File: config.mk
export PLATFORM = sky130hd
export DESIGN_NAME = alu_serial_tx
export DESIGN_NICKNAME = d
export VERILOG_FILES = /design/src/rtl/alu_pkg.sv /design/src/rtl/bit_timer.sv /design/src/rtl/alu_serial_tx.sv
export SDC_FILE = /design/constraint.sdc
export NUM_CORES = 1
export LEC_CHECK = 0
export ABC_AREA = 1
export ABC_CLOCK_PERIOD_IN_PS = 1500
export CORE_ASPECT_RATIO = 2
export CORE_MARGIN = 2
export CORE_UTILIZATION = 43
export CTS_BUF_LIST = sky130_fd_sc_hd__clkbuf_2 sky130_fd_sc_hd__clkbuf_4 sky130_fd_sc_hd__clkbuf_8
export DETAILED_ROUTE_END_ITERATION = 16
export GPL_TIMING_DRIVEN = 0
export PLACE_DENSITY = 0.68
export SYNTH_ARGS = -nofsm -noshare
export SYNTH_HDL_FRONTEND = slang
export SYNTH_SLANG_ARGS = --single-unit
File: constraint.sdc
create_clock -name clk -period 1.5 [get_ports clk]
set_input_delay 0.3 -clock clk [delete_from_list [all_inputs] [get_ports clk]]
set_output_delay 0.3 -clock clk [all_outputs]
set_load 0.005 [all_outputs]
File: src/rtl/alu_pkg.sv
// alu_pkg
//   Shared types and constants for the ALU serial transmit path.
//   tx_state_t           : frame FSM states
//   ALU_DATA_W           : ALU result width
//   ALU_SER_CLKS_PER_BIT : default serial bit period in clk cycles
package alu_pkg;

  typedef enum logic [2:0] {
    IDLE,
    START,
    DATA,
    PARITY,
    STOP
  } tx_state_t;

  localparam int ALU_DATA_W           = 8;
  localparam int ALU_SER_CLKS_PER_BIT = 4;

endpackage

File: src/rtl/bit_timer.sv
// bit_timer
//   Bit-period timer. Counts 0..CLKS_PER_BIT-1 while run is high and
//   pulses tick on the last count, which is the cycle the caller
//   should advance. Held at zero whenever run is low.
//   clk   : system clock
//   reset : synchronous, active-high
//   run   : enable; low clears the counter
//   tick  : high in the final cycle of each bit period
module bit_timer #(
  parameter int CLKS_PER_BIT = 4
) (
  input  logic clk,
  input  logic reset,
  input  logic run,
  output logic tick
);

  localparam int CNT_W = (CLKS_PER_BIT > 1) ? $clog2(CLKS_PER_BIT) : 1;
  localparam logic [CNT_W-1:0] LAST = CNT_W'(CLKS_PER_BIT - 1);

  logic [CNT_W-1:0] count;

  always_ff @(posedge clk) begin
    if (reset || !run) begin
      count <= '0;
    end else if (count == LAST) begin
      count <= '0;
    end else begin
      count <= count + CNT_W'(1);
    end
  end

  assign tick = run && (count == LAST);

endmodule

File: src/rtl/alu_serial_tx.sv
// alu_serial_tx
//   Serial frame transmitter: start bit, DATA_W data bits LSB-first,
//   optional even-parity bit, stop bit. One byte per valid/ready accept.
//   clk      : system clock
//   reset    : synchronous, active-high
//   in_valid : in_data holds a byte to send
//   in_data  : byte to send, sampled only on accept
//   in_ready : idle, can accept a byte
//   tx       : serial line, idles high
//   busy     : frame in progress
//   done     : one-cycle pulse on the first idle cycle after a frame
//
//   state  | meaning
//   IDLE   | line high, waiting for in_valid
//   START  | start bit (low)
//   DATA   | data bits, LSB first
//   PARITY | even parity of the latched byte
//   STOP   | stop bit (high)
module alu_serial_tx
  import alu_pkg::*;
#(
  parameter int DATA_W       = ALU_DATA_W,
  parameter int CLKS_PER_BIT = ALU_SER_CLKS_PER_BIT,
  parameter int PARITY_EN    = 1
) (
  input  logic              clk,
  input  logic              reset,
  input  logic              in_valid,
  input  logic [DATA_W-1:0] in_data,
  output logic              in_ready,
  output logic              tx,
  output logic              busy,
  output logic              done
);

  localparam int BIT_W = (DATA_W > 1) ? $clog2(DATA_W) : 1;
  localparam logic [BIT_W-1:0] LAST_BIT = BIT_W'(DATA_W - 1);

  tx_state_t         state;
  logic [DATA_W-1:0] shift_reg;
  logic [DATA_W-1:0] shift_next;
  logic [BIT_W-1:0]  bit_cnt;
  logic              parity;
  logic              tick;
  logic              run;

  // Timer runs in every frame state so its count starts at zero on the
  // first start-bit cycle, and wraps to zero on the final stop tick.
  assign run        = (state != IDLE);
  assign shift_next = shift_reg >> 1;

  bit_timer #(
    .CLKS_PER_BIT(CLKS_PER_BIT)
  ) u_bit_timer (
    .clk  (clk),
    .reset(reset),
    .run  (run),
    .tick (tick)
  );

  // tx is loaded with the next state's line value on the transition edge,
  // so the line is fully registered and changes with the state.
  always_ff @(posedge clk) begin
    if (reset) begin
      state     <= IDLE;
      shift_reg <= '0;
      bit_cnt   <= '0;
      parity    <= 1'b0;
      tx        <= 1'b1;
      in_ready  <= 1'b1;
      busy      <= 1'b0;
      done      <= 1'b0;
    end else begin
      done <= 1'b0;
      case (state)
        IDLE: begin
          if (in_valid && in_ready) begin
            shift_reg <= in_data;
            parity    <= ^in_data;
            bit_cnt   <= '0;
            state     <= START;
            tx        <= 1'b0;
            in_ready  <= 1'b0;
            busy      <= 1'b1;
          end
        end
        START: begin
          if (tick) begin
            state   <= DATA;
            tx      <= shift_reg[0];
            bit_cnt <= '0;
          end
        end
        DATA: begin
          if (tick) begin
            if (bit_cnt == LAST_BIT) begin
              if (PARITY_EN != 0) begin
                state <= PARITY;
                tx    <= parity;
              end else begin
                state <= STOP;
                tx    <= 1'b1;
              end
            end else begin
              shift_reg <= shift_next;
              tx        <= shift_next[0];
              bit_cnt   <= bit_cnt + BIT_W'(1);
            end
          end
        end
        PARITY: begin
          if (tick) begin
            state <= STOP;
            tx    <= 1'b1;
          end
        end
        STOP: begin
          if (tick) begin
            state    <= IDLE;
            tx       <= 1'b1;
            in_ready <= 1'b1;
            busy     <= 1'b0;
            done     <= 1'b1;
          end
        end
        default: begin
          state    <= IDLE;
          tx       <= 1'b1;
          in_ready <= 1'b1;
          busy     <= 1'b0;
        end
      endcase
    end
  end

endmodule
==> results of run 1 <==
## worst max-delay path by stage
stage	end	cells after the start
floorplan	shift_reg[1]	8
global placement	state[0]	8
detailed placement	state[0]	8
CTS	shift_reg[1]	8
global route	shift_reg[6]	9
finish	in_ready	1
## metal layers
layer / wire length, um / vias to the layer above
li1: - / 638
met1: 1040 / 569
met2: 1610 / 34
met3: 105 / 9
met4: 85 / 0
met5: 0 / -
## kinds of logic after synthesis
logic type,count (synthesis),share of synthesized area (%)
and+or+nand+nor,107,42.5
AOI/OAI and AO/OA,28,11.4
buffers and inverters,26,9.46
DFF,21,32.4
adders and majority gates,3,2.90
xor gates and xnor gates,2,1.35
## placed cells by master (no fill, tap or decap), types with 4 or more instances in the layout
cell / instances
nand2_4: 5
a21oi_1: 12
clkdlybuf4s50_1: 14
o21ai_1: 9
o21ai_0: 4
nor2_1: 19
nand2_1: 55
nand3_1: 10
nor2_4: 4
dfxtp_1: 19
inv_1: 19
## power by group through the flow
stage / clock, uW / combinational, uW / sequential (uW)
2_1_floorplan: 0 / 969 / 843
3_3_place_gp: 0 / 1220 / 856
3_5_place_dp: 0 / 1260 / 868
4_1_cts: 384 / 1260 / 856
5_1_grt: 397 / 1430 / 879
6_report: 379 / 1260 / 860
## stage by stage
stage | instance area [um2] | setup WS [ps]
2_1_floorplan | 1300 | 212
3_3_place_gp | 1470 | -129
3_5_place_dp | 1470 | -150
4_1_cts | 1520 | 30.8
5_1_grt | 1530 | -1.76
6_report | 1530 | 61.5
## final cells by class
class	instances	area share, %
Timing Repair Buffer	14	9.17
Inverter	23	6.30
Buffer	3	1.96
Multi-Input combinational cell	140	49.4
Clock inverter	1	0.327
Sequential cell	21	27.7
Clock buffer	3	2.70
Tap cell	30	2.45
## timing repair
item | in CTS | in global routing
endpoints found under the setup margin | 1 | 8
gates resized for setup | 1 | 4
setup buffers | 0 | 0
cloned | 0 | 0
==> results.py, run 1 <==
metrics = {
    "sta": {
        "fmax_ghz": 0.695,
        "slew_viol_final": 0,
        "fin_setup_tns_ps": 0,
        "period_needed_ps": 1440,
        "period_share_pct": 95.9,
        "relSlewSlack_pct": 63.3,
        "worst_pin_slew_ps": 550,
        "skew_ps": 3.10,
        "report.final.setup_viol": 0,
        "hold_ws_ps": 419,
        "hold_viol": 0,
    },
    "yosys": {
        "synthTopCellsByArea": "dfxtp_1 (32%), nand2_1 (16%), inv_1 (6.1%)",
        "synth_top_area_share_pct": 32.4,
        "synth.distinct_cells": 27,
        "synth_top_cell_by_area": "dfxtp_1",
        "seq_area_frac_synth_pct": 32.4,
        "ys_seq_elements": 21,
        "synth_warnings": 0,
        "synth-edff-count": 0,
        "synth.avg_cell_area_um2": 6.93,
        "syn_inst": 187,
        "synth_area_mm2": 0.00130,
        "synth_common_cells": "nand2_1 (55), dfxtp_1 (21), inv_1 (21), nor2_1 (19), a21oi_1 (12)",
        "synth_async_sr_flop_share_pct": 0,
        "yosysMostFrequentCell": "nand2_1",
        "synth_nets": 201,
        "synthFlopType": "dfxtp_1",
    },
    "worst_setup_path": {
        "critPathLaunch": "in_ready",
        "crit_family": "buffers and inverters",
        "crit_type": "flop to primary output",
        "slowest_delay_ps": 500,
        "cp_slowest_cell": "clkdlybuf4s50_1",
        "r2r_start": "state[2]",
        "critPathBufInv": 1,
        "cp-start-kind": "flop",
        "regToRegSetupSlack_ps": 90,
        "r2r-end": "shift_reg[1]",
        "cp.required_ps": 1200,
        "cp_max_fo": 4,
        "r2r_cells": 9,
        "crit_arrival_ps": 1140,
        "worst_setup_path_end_kind": "primary output",
        "path_cells": "clkdlybuf4s50_1",
    },
    "grt": {
        "grt_max_degree": 13,
        "grt_pass1_vias": 1271,
        "antenna_found_initial": 0,
        "gr-total-overflow": 0,
        "grtUsageMet2_pct": 37.3,
        "grtUsageTotal_pct": 18.8,
        "top_usage_layer": "met2",
        "grt_pass1_wl_um": 5020,
        "grt_use_met3_pct": 2.86,
        "grt_use_met1_pct": 16.2,
    },
    "detailed_routing": {
        "post-route-drc-count": 0,
        "first_pass_iters": 4,
        "drt_iter0_drc": 15,
        "post_drt_wl_per_cell_um": 12.1,
        "vias": 1250,
        "antenna_left": 0,
        "routed_wl_um": 2850,
        "viasPerCell": 5.32,
    },
    "placement": {
        "dpl.cell_count": 231,
        "dp_hpwl_um": 2300,
        "gp_congestion": 0.848,
        "port_buffers": 14,
    },
    "cts": {
        "htree_levels": 1,
        "clkSinkCount": 21,
        "numCtsBuffers": 3,
        "clk_path_buf_depth": 2,
        "path_clk_slew_ps": 80,
        "hold_buffers": 0,
        "cts_root_buf": "clkbuf_8",
        "clock_latency_ps": 260,
        "cts_tree": "done",
    },
    "die": {
        "core_mm2": 0.00291,
        "die_x_um": 42.8,
        "io_pins": 15,
        "initial_utilization_pct": 44.6,
        "rows": 28,
        "die_h_um": 81.6,
        "die_area_mm2": 0.00350,
    },
    "final_layout": {
        "layout-drive-gt1-share_pct": 15.1,
        "fin_cells": 235,
        "fillers": 301,
        "seqCellArea_um2": 423,
        "largest_reg_flops": 8,
        "multi_input_area_um2": 756,
        "fin_nets": 220,
        "insertedDiodeCount": 0,
        "synthToLayoutAreaGrowth_pct": 18.0,
        "fin_util_pct": 52.6,
    },
    "worst_hold_path": {
        "min_path_type": "flop to flop",
        "hold_path_depth": 1,
        "hold_end": "u_bit_timer.count[0]",
        "hold_start": "u_bit_timer.count[0]",
    },
    "pwr": {
        "ir_drop_uv": 681,
        "p_switching_uw": 1090,
        "swShare_pct": 43.5,
        "power_density_mw_per_mm2": 1630,
        "p_int_uw": 1410,
        "clkPwrFrac_pct": 15.2,
        "seqPwrFrac_pct": 34.4,
        "finalPower_uw": 2500,
        "power.leakage_uw": 0.000697,
        "power_frac_comb_pct": 50.4,
    },
    "outcome": {
        "status": "completed",
    },
    "flow_run": {
        "maxCapViolCount": 0,
    },
}
(Power assumes the default switching activity.)
==> run 2: changes to the inputs <==
--- a/config.mk
+++ b/config.mk
@@ -14,6 +14,7 @@
 export DETAILED_ROUTE_END_ITERATION = 16
 export GPL_TIMING_DRIVEN = 0
 export PLACE_DENSITY = 0.68
+export RECOVER_POWER = 50
 export SYNTH_ARGS = -nofsm -noshare
 export SYNTH_HDL_FRONTEND = slang
 export SYNTH_SLANG_ARGS = --single-unit
==> results.py, run 2 (same netlist as run 1, synthesis figures left out) <==
metrics = {
    "final_layout": {
        "final_common_cell": "nand2_1",
        "largest_reg_flops": 8,
        "fin_area_mm2": 0.00153,
        "layout_common_cells": "nand2_1 (55), inv_1 (19), nor2_1 (19), dfxtp_1 (19)",
        "fin_nets": 220,
        "fillers": 301,
        "synthToLayoutAreaGrowth_pct": 18.0,
        "fin_util_pct": 52.6,
        "layout-drive-gt1-share_pct": 15.1,
        "insertedDiodeCount": 0,
    },
    "sta": {
        "hold_ws_ps": 419,
        "period_share_pct": 95.9,
        "report.final.setup_viol": 0,
        "worst_pin_slew_ps": 550,
        "period_needed_ps": 1440,
        "hold_viol": 0,
        "relSlewSlack_pct": 63.3,
        "skew_ps": 3.10,
        "fmax_ghz": 0.695,
        "slew_viol_final": 0,
    },
    "die": {
        "die_area_mm2": 0.00350,
        "die_h_um": 81.6,
        "core_mm2": 0.00291,
        "die_x_um": 42.8,
        "io_pins": 15,
        "initial_utilization_pct": 44.6,
        "rows": 28,
    },
    "cts": {
        "clkSinkCount": 21,
        "post-cts-setup-buffers": 0,
        "clk_path_buf_depth": 2,
        "cts_root_buf": "clkbuf_8",
        "htree_levels": 1,
        "numCtsBuffers": 3,
        "clock_latency_ps": 260,
        "path_clk_slew_ps": 80,
        "cts_tree": "done",
    },
    "detailed_routing": {
        "viasPerCell": 5.32,
        "post-route-drc-count": 0,
        "first_pass_iters": 4,
        "antenna_left": 0,
        "vias": 1250,
        "routed_wl_um": 2850,
        "drt_iter0_drc": 15,
        "post_drt_wl_per_cell_um": 12.1,
    },
    "worst_setup_path": {
        "worst_setup_path_end_kind": "primary output",
        "crit_type": "flop to primary output",
        "cp-start-kind": "flop",
        "crit_family": "buffers and inverters",
        "cp_slowest_cell": "clkdlybuf4s50_1",
        "slowest_delay_ps": 500,
        "crit_arrival_ps": 1140,
        "cp_max_fo": 4,
        "critPathBufInv": 1,
        "path_cells": "clkdlybuf4s50_1",
        "cp.required_ps": 1200,
    },
    "pwr": {
        "ir_drop_uv": 681,
        "power.leakage_uw": 0.000700,
        "finalPower_uw": 2500,
        "power_density_mw_per_mm2": 1630,
    },
    "grt": {
        "grt_pass1_wl_um": 5020,
        "grtUsageTotal_pct": 18.8,
        "grt_pass1_vias": 1271,
        "antenna_found_initial": 0,
        "grt_max_degree": 13,
        "gr-total-overflow": 0,
    },
    "placement": {
        "place_area_mm2": 0.00147,
        "gp_congestion": 0.848,
        "port_buffers": 14,
        "dp_hpwl_um": 2300,
    },
    "flow_run": {
        "maxCapViolCount": 0,
    },
    "worst_hold_path": {
        "min_path_type": "flop to flop",
    },
    "outcome": {
        "status": "completed",
    },
}
[run 2: cell types whose count changed in the layout (fill, tap and decap cells not counted)]
cell             delta
clkdlybuf4s50_1     -2
dlygate4sd3_1       +2
[run 2: metrics by stage]
stage | setup WS (ps) | TNS (ps) | std cells
after CTS | 30.8 | 0 | 235
after global placement | -129 | -507 | 231
after detailed placement | -150 | -822 | 231
final | 61.5 | 0 | 235
after floorplan | 212 | 0 | 187
after global routing | -1.76 | -1.76 | 235
[run 2: metal layers]
layer  up-vias  track usage [%]  share of wire [%]  wire length (um)
met3         9             2.86                3.7               105
met5         -                0                  0                 0
li1        638                -                  -                 -
met1       569             16.2                 37              1040
met4         0             12.5                3.0                85
met2        34             37.3                 57              1610
[run 2: final cells by class]
type,count,area [um2],share of cell area [%]
Clock buffer,3,41.3,2.70
Multi-Input combinational cell,140,756,49.4
Sequential cell,21,423,27.7
Inverter,23,96.3,6.30
Timing Repair Buffer,14,140,9.17
Clock inverter,1,5.00,0.327
Tap cell,30,37.5,2.45
Buffer,3,30.0,1.96
[run 2: path summary, 6_finish.rpt]
kind / startpoint / endpoint / slack (ps) / cells past startpoint
worst max-delay path: in_ready / in_ready / 60 / 1
worst min-delay path: u_bit_timer.count[0] / u_bit_timer.count[0] / 420 / 1
worst max register to register: state[2] / shift_reg[1] / 90 / 9
worst min register to register: u_bit_timer.count[0] / u_bit_timer.count[0] / 420 / 1
[run 2: power breakdown]
group          switching, uW  internal, uW
clock network            193           185
logic                    765           495
registers                130           730
total                   1090          1410
[run 2: what timing repair did]
item	4_1_cts	5_1_grt
endpoints found under the setup margin	1	8
resized for setup	1	4
hold buffers	0	0
